==> config.mk <==
export PLATFORM = sky130hd
export DESIGN_NAME = gamepad_pmod_tx
export DESIGN_NICKNAME = d
export VERILOG_FILES = /design/src/rtl/gamepad_pmod_tx.sv
export SDC_FILE = /design/constraint.sdc
export NUM_CORES = 1
export LEC_CHECK = 0
export ABC_AREA = 0
export CAP_MARGIN = 20
export CORE_ASPECT_RATIO = 0.5
export CORE_UTILIZATION = 55
export DETAILED_ROUTE_END_ITERATION = 10
export GPL_TIMING_DRIVEN = 0
export PLACE_DENSITY = 0.8
export REMOVE_ABC_BUFFERS = 1
export SLEW_MARGIN = 20
export SYNTH_ARGS = -nofsm -noshare
export SYNTH_HDL_FRONTEND = slang
export SYNTH_SLANG_ARGS = --single-unit
==> constraint.sdc <==
create_clock -name clk -period 4.3 [get_ports clk]
set_input_delay 0.86 -clock clk [delete_from_list [all_inputs] [get_ports clk]]
set_output_delay 0.86 -clock clk [all_outputs]
set_load 0.05 [all_outputs]
==> src/rtl/gamepad_pmod_tx.sv <==
// -----------------------------------------------------------------------------
// gamepad_pmod_tx
//   Serial transmitter for the Gamepad Pmod 3-wire protocol (data, clk, latch).
//   A parallel button word is shifted out MSB first. Each bit is presented with
//   pmod_clk low and is held stable through the following pmod_clk high phase,
//   so the receiver samples it on the pmod_clk rising edge. After the last bit
//   a single latch pulse transfers the word into the receiver's data register.
//   A fixed idle gap follows before the next frame may start.
//
// Optional feature (compile-time macro GAMEPAD_PMOD_TX_AUTO_EN):
//   auto-repeat. When the macro is defined the last captured word (all 1s after
//   reset) is re-sent continuously. A valid word offered during the single IDLE
//   cycle between frames replaces it. Without the macro, one frame is sent per
//   accepted word.
//
// Parameters:
//   BIT_WIDTH  - bits per frame (>= 2)
//   CLK_DIV    - system clocks per pmod_clk half-period (>= 2)
//   GAP_CYCLES - idle clocks after the latch pulse (>= 1)
//
// Ports:
//   clk           in   system clock
//   rst_n         in   asynchronous active-low reset
//   i_data_in     in   word to send, bit BIT_WIDTH-1 first
//   i_in_valid    in   i_data_in is valid
//   o_in_ready    out  transmitter can accept a word (state IDLE)
//   o_pmod_data   out  serial data
//   o_pmod_clk    out  serial clock
//   o_pmod_latch  out  frame latch, rising edge marks end of frame
//   o_busy        out  a frame is in progress
//   o_frame_done  out  one-cycle pulse on the final gap cycle of a frame
// -----------------------------------------------------------------------------
module gamepad_pmod_tx #(
   parameter int BIT_WIDTH  = 24,
   parameter int CLK_DIV    = 4,
   parameter int GAP_CYCLES = 16
) (
   input  logic                 clk,
   input  logic                 rst_n,
   input  logic [BIT_WIDTH-1:0] i_data_in,
   input  logic                 i_in_valid,
   output logic                 o_in_ready,
   output logic                 o_pmod_data,
   output logic                 o_pmod_clk,
   output logic                 o_pmod_latch,
   output logic                 o_busy,
   output logic                 o_frame_done
);

   localparam int DIV_W = $clog2(CLK_DIV);
   localparam int BIT_W = $clog2(BIT_WIDTH);
   localparam int GAP_W = $clog2(GAP_CYCLES + 1);

   localparam logic [DIV_W-1:0] DIV_LAST = DIV_W'(CLK_DIV - 1);
   localparam logic [BIT_W-1:0] BIT_LAST = BIT_W'(BIT_WIDTH - 1);
   localparam logic [GAP_W-1:0] GAP_LAST = GAP_W'(GAP_CYCLES - 1);

   typedef enum logic [2:0] {
      S_IDLE,
      S_SHIFT_LO,
      S_SHIFT_HI,
      S_LATCH_SETUP,
      S_LATCH_HI,
      S_GAP
   } state_t;

   state_t               r_state;
   logic [DIV_W-1:0]     r_div;
   logic [BIT_W-1:0]     r_bit;
   logic [GAP_W-1:0]     r_gap;
   // Holds the bits still to be sent; the bit currently on the wire lives in
   // r_pmod_data, so only BIT_WIDTH-1 bits need storing.
   logic [BIT_WIDTH-2:0] r_shift;
   logic                 r_pmod_data;
   logic                 r_pmod_clk;
   logic                 r_pmod_latch;
   logic                 r_busy;
   logic                 r_in_ready;
   logic                 r_frame_done;

   logic                 w_start;
   logic [BIT_WIDTH-1:0] w_word;
   logic                 w_div_end;

`ifdef GAMEPAD_PMOD_TX_AUTO_EN
   logic [BIT_WIDTH-1:0] r_hold;

   // Every IDLE cycle starts a frame; a fresh valid word overrides the held one.
   assign w_start = 1'b1;
   assign w_word  = i_in_valid ? i_data_in : r_hold;
`else
   assign w_start = i_in_valid;
   assign w_word  = i_data_in;
`endif

   assign w_div_end = (r_div == DIV_LAST);

   always_ff @(posedge clk or negedge rst_n) begin
      if (!rst_n) begin
         r_state      <= S_IDLE;
         r_div        <= '0;
         r_bit        <= '0;
         r_gap        <= '0;
         r_shift      <= '0;
         r_pmod_data  <= 1'b0;
         r_pmod_clk   <= 1'b0;
         r_pmod_latch <= 1'b0;
         r_busy       <= 1'b0;
         r_in_ready   <= 1'b1;
         r_frame_done <= 1'b0;
`ifdef GAMEPAD_PMOD_TX_AUTO_EN
         r_hold       <= '1;
`endif
      end else begin
         r_frame_done <= 1'b0;
         case (r_state)
            S_IDLE: begin
               if (w_start) begin
                  r_shift     <= w_word[BIT_WIDTH-2:0];
                  r_pmod_data <= w_word[BIT_WIDTH-1];
                  r_bit       <= BIT_LAST;
                  r_div       <= '0;
                  r_busy      <= 1'b1;
                  r_in_ready  <= 1'b0;
                  r_state     <= S_SHIFT_LO;
`ifdef GAMEPAD_PMOD_TX_AUTO_EN
                  r_hold      <= w_word;
`endif
               end
            end

            S_SHIFT_LO: begin
               if (w_div_end) begin
                  r_div      <= '0;
                  r_pmod_clk <= 1'b1;
                  r_state    <= S_SHIFT_HI;
               end else begin
                  r_div <= r_div + DIV_W'(1);
               end
            end

            // Data only moves on the falling pmod_clk transition, so it is
            // never disturbed while the receiver may be sampling.
            S_SHIFT_HI: begin
               if (w_div_end) begin
                  r_div      <= '0;
                  r_pmod_clk <= 1'b0;
                  if (r_bit == '0) begin
                     r_pmod_data <= 1'b0;
                     r_state     <= S_LATCH_SETUP;
                  end else begin
                     r_bit       <= r_bit - BIT_W'(1);
                     r_pmod_data <= r_shift[BIT_WIDTH-2];
                     r_shift     <= r_shift << 1;
                     r_state     <= S_SHIFT_LO;
                  end
               end else begin
                  r_div <= r_div + DIV_W'(1);
               end
            end

            S_LATCH_SETUP: begin
               if (w_div_end) begin
                  r_div        <= '0;
                  r_pmod_latch <= 1'b1;
                  r_state      <= S_LATCH_HI;
               end else begin
                  r_div <= r_div + DIV_W'(1);
               end
            end

            // frame_done is registered one cycle ahead so it is high exactly
            // during the last gap cycle; with a one-cycle gap that means
            // raising it on the way into GAP.
            S_LATCH_HI: begin
               if (w_div_end) begin
                  r_div        <= '0;
                  r_pmod_latch <= 1'b0;
                  r_gap        <= GAP_LAST;
                  r_frame_done <= (GAP_LAST == '0);
                  r_state      <= S_GAP;
               end else begin
                  r_div <= r_div + DIV_W'(1);
               end
            end

            S_GAP: begin
               if (r_gap == '0) begin
                  r_busy     <= 1'b0;
                  r_in_ready <= 1'b1;
                  r_state    <= S_IDLE;
               end else begin
                  r_gap        <= r_gap - GAP_W'(1);
                  r_frame_done <= (r_gap == GAP_W'(1));
               end
            end

            default: begin
               r_pmod_data  <= 1'b0;
               r_pmod_clk   <= 1'b0;
               r_pmod_latch <= 1'b0;
               r_busy       <= 1'b0;
               r_in_ready   <= 1'b1;
               r_state      <= S_IDLE;
            end
         endcase
      end
   end

   assign o_in_ready   = r_in_ready;
   assign o_pmod_data  = r_pmod_data;
   assign o_pmod_clk   = r_pmod_clk;
   assign o_pmod_latch = r_pmod_latch;
   assign o_busy       = r_busy;
   assign o_frame_done = r_frame_done;

endmodule
==> summary.txt <==
Route
  • DRT Pass-1 Iters: 4
  • Post-DRT Antenna Nets: 0
  • Initial detailed-routing violation count: between 50 and 60
  • Vias post-DR: 1707
  • DRC errors left: 0
  • Routed Wire Length: 4250 microns
  • Vias per std cell: ~5.5
  • Wire per inst: 13.7 microns

STA
  • Setup TNS: 0 ps
  • Final Skew: 4.38 ps
  • Unrepaired setup endpoints after global routing: false
  • Hold_ws: 477 ps
  • Fmax achieved: between 0.3 and 0.4 GHz
  • Slew @ Worst Pin: 748 ps
  • Post-route setup slack: roughly 1800 ps
  • Hold Vio Cnt, Final: 0
  • Tcrit/Tclk final: between 50% and 60%
  • Setup violations, final: 0
  • Max-slew violation count: 0
  • Fin crit period: 2510 ps
  • Worst slew margin: 50.1%

CTS
  • Clk sinks: between 40 and 50
  • Post-CTS Setup Bufs: 0
  • TritonCTS clock tree: yes
  • CTS resizes: 0
  • Clock root cell: clkbuf_8
  • Clock latency on the worst-skew pair: 290 ps
  • Hold_buf cts: 0
  • Reg clk slew, reported paths: roughly 80 ps
  • CTS HTree Levels: 2
  • Num CTS Buffers: 5
  • CTS Buffer Depth: 2

Yosys
  • Top-area cell type share of the netlist area: 46.8%
  • Largest area contributor in the netlist: dfrtp_1
  • Mapped Cells: between 200 and 250
  • Asr flop ratio synth: between 90% and 100%
  • Mapped cell area: between 2000 and 2500 sq um
  • Post-synth EDFFs: 0
  • FF+latch count, synth: 44
  • Syn_area_per_cell: between 10 and 15 sq um
  • Synth warnings: 0
  • Post-synthesis sequential area ratio: about 48%
  • Prevailing post-synth register cell: dfrtp_1
  • Top area cells in the synthesized netlist: dfrtp_1 (47%), mux2i_1 (10%), o21ai_0 (7.0%), nand2_1 (5.2%), ha_1 (2.2%)
  • Number of distinct library cells after synthesis: 48

Power and ir drop
  • Power per cell area: 278 nW/um^2
  • Lkg Pwr: around 1.1 nW
  • Maximum vdd drop: around 140 uV

Cells and area
  • Post-route cell area: around 2700 sq um
  • Layout cells sized above 1: approximately 8.6%
  • N_diodes: 0
  • Final nets: 286
  • Final cell count without fillers: 310
  • Final-layout fill cell count: 290
  • Synth-to-Final Area Change: 19.0%

Global route
  • Vias in the first global route: roughly 1500
  • Largest net degree at the start of global routing: 52
  • First-pass GRT wire length: slightly below 7000 microns
  • GRT Overall Usage: about 21%
  • Initial antenna violation count: 0
  • Gr ovfl total: 0

Status
  • Run status: complete, no violations

Floorplanning
  • Core Region: about 3900 sq um
  • Die Y: ~48 microns
  • IO Pins: 33
  • Row cnt: 16
  • Die W: roughly 93 microns
  • Initial Util: about three fifths
  • Die area: approximately 4500 sq um

Setup path
  • Crit path cell chain: clkdlybuf4s50_1
  • Max stage delay cell, worst path: clkdlybuf4s50_1
  • Worst setup SP type: register
  • Crit. End Element: primary output
  • WS Path Type: register to primary output
  • Worst EP required: 3440 ps
  • CP max stage delay: roughly 800 ps
  • Arrival time worst endpoint: 1650 ps
  • Crit path max fanout: 4
  • Largest delay share family, worst path: buffers and inverters
  • CP Buf/Inv Count: 1

Place
  • Input/output buffers: 32
  • Gpl congestion: about 0.8
  • DP Area: ~2600 sq um
  • Final HPWL DP: between 2000 and 3000 microns
  • Pre-CTS setup slack: approximately 1500 ps
  • Placed cell count: about 300

Flow run
  • Number of max-cap violations: 0

Hold path
  • HP Class: input pin to async pin
==> path summary, 6_finish.rpt <==
path | start | endpoint | slack [ps] | depth (start not counted)
worst max-delay path | o_in_ready | o_in_ready | 1790 | 1
worst min-delay path | rst_n | r_shift[17] | 480 | 1
worst max register to register | r_state[0] | r_shift[17] | 2170 | 4
worst min register to register | r_shift[7] | r_shift[7] | 490 | 2
max in group asynchronous | rst_n | o_in_ready | 3270 | 2
min in group clk | r_shift[7] | r_shift[7] | 490 | 2
==> logic make-up after synthesis <==
| group | after synthesis | synth area share [%] |
|---|---|---|
| mux | 24 | 10.5 |
| flops | 44 | 47.9 |
| buf+inv | 20 | 5.22 |
| fa+ha+maj | 4 | 2.18 |
| compound gates | 63 | 16.8 |
| simple gates | 71 | 17.0 |
| xor+xnor | 1 | 0.381 |
==> layer usage <==
layer	share of wire, %	GRT usage, %	vias to the layer above
met4	0.73	7.38	0
li1	-	-	863
met3	2.6	5.24	2
met2	47	34.1	23
met5	0	0	-
met1	50	27.8	819
==> power by group <==
| part | leakage [nW] | internal [mW] | switching (mW) |
|---|---|---|---|
| Combinational | 0.519 | 0.0329 | 0.0229 |
| Clock | 0.0445 | 0.131 | 0.140 |
| Sequential | 0.564 | 0.426 | 0.00881 |
==> flip-flops by register name (all words and copies together), names as in the netlist <==
signal        cells
r_shift          23
r_bit             5
r_gap             5
r_state           3
r_div             2
o_busy            1
o_frame_done      1
o_in_ready        1
o_pmod_clk        1
o_pmod_data       1
o_pmod_latch      1
==> synth_stat cells (all sizes together), types with 3 or more instances <==
cell,instances
clkbuf,5
buf,9
nor2b,7
nor4b,3
mux2i,23
dfrtp,43
inv,6
nand2,32
o21ai,33
nor3,3
a21oi,10
nor2,13
ha,4
a31oi,3
==> cell usage in the layout, fill, tap and decap left out, types with 3 or more instances in the layout <==
cell type,count
a31oi_1,3
inv_1,6
clkbuf_8,6
nor3_1,3
nor2_1,13
ha_1,4
nor2b_1,7
mux2i_1,23
clkdlybuf4s50_1,31
o21ai_0,32
dfrtp_1,43
a21oi_1,8
nand2_1,32
==> area by class of cell <==
type	count	area, sq um	share of cell area, %
clock buffer	7	86.3	3.15
clock inverter	1	7.51	0.274
inverter	6	22.5	0.823
multi-input combinational	163	1080	39.4
sequential	44	1100	40.3
tap	54	67.6	2.47
timing repair buffer	35	374	13.7
==> through the flow <==
step / power [mW] / util, %
final: 0.762 / 69.4
after global routing: 0.794 / 69.4
after CTS: 0.771 / 68.7
after detailed placement: 0.500 / 66.3
after global placement: 0.495 / 65.7
after floorplan: 0.460 / -
Note: power is estimated with default switching activity, not from simulation.
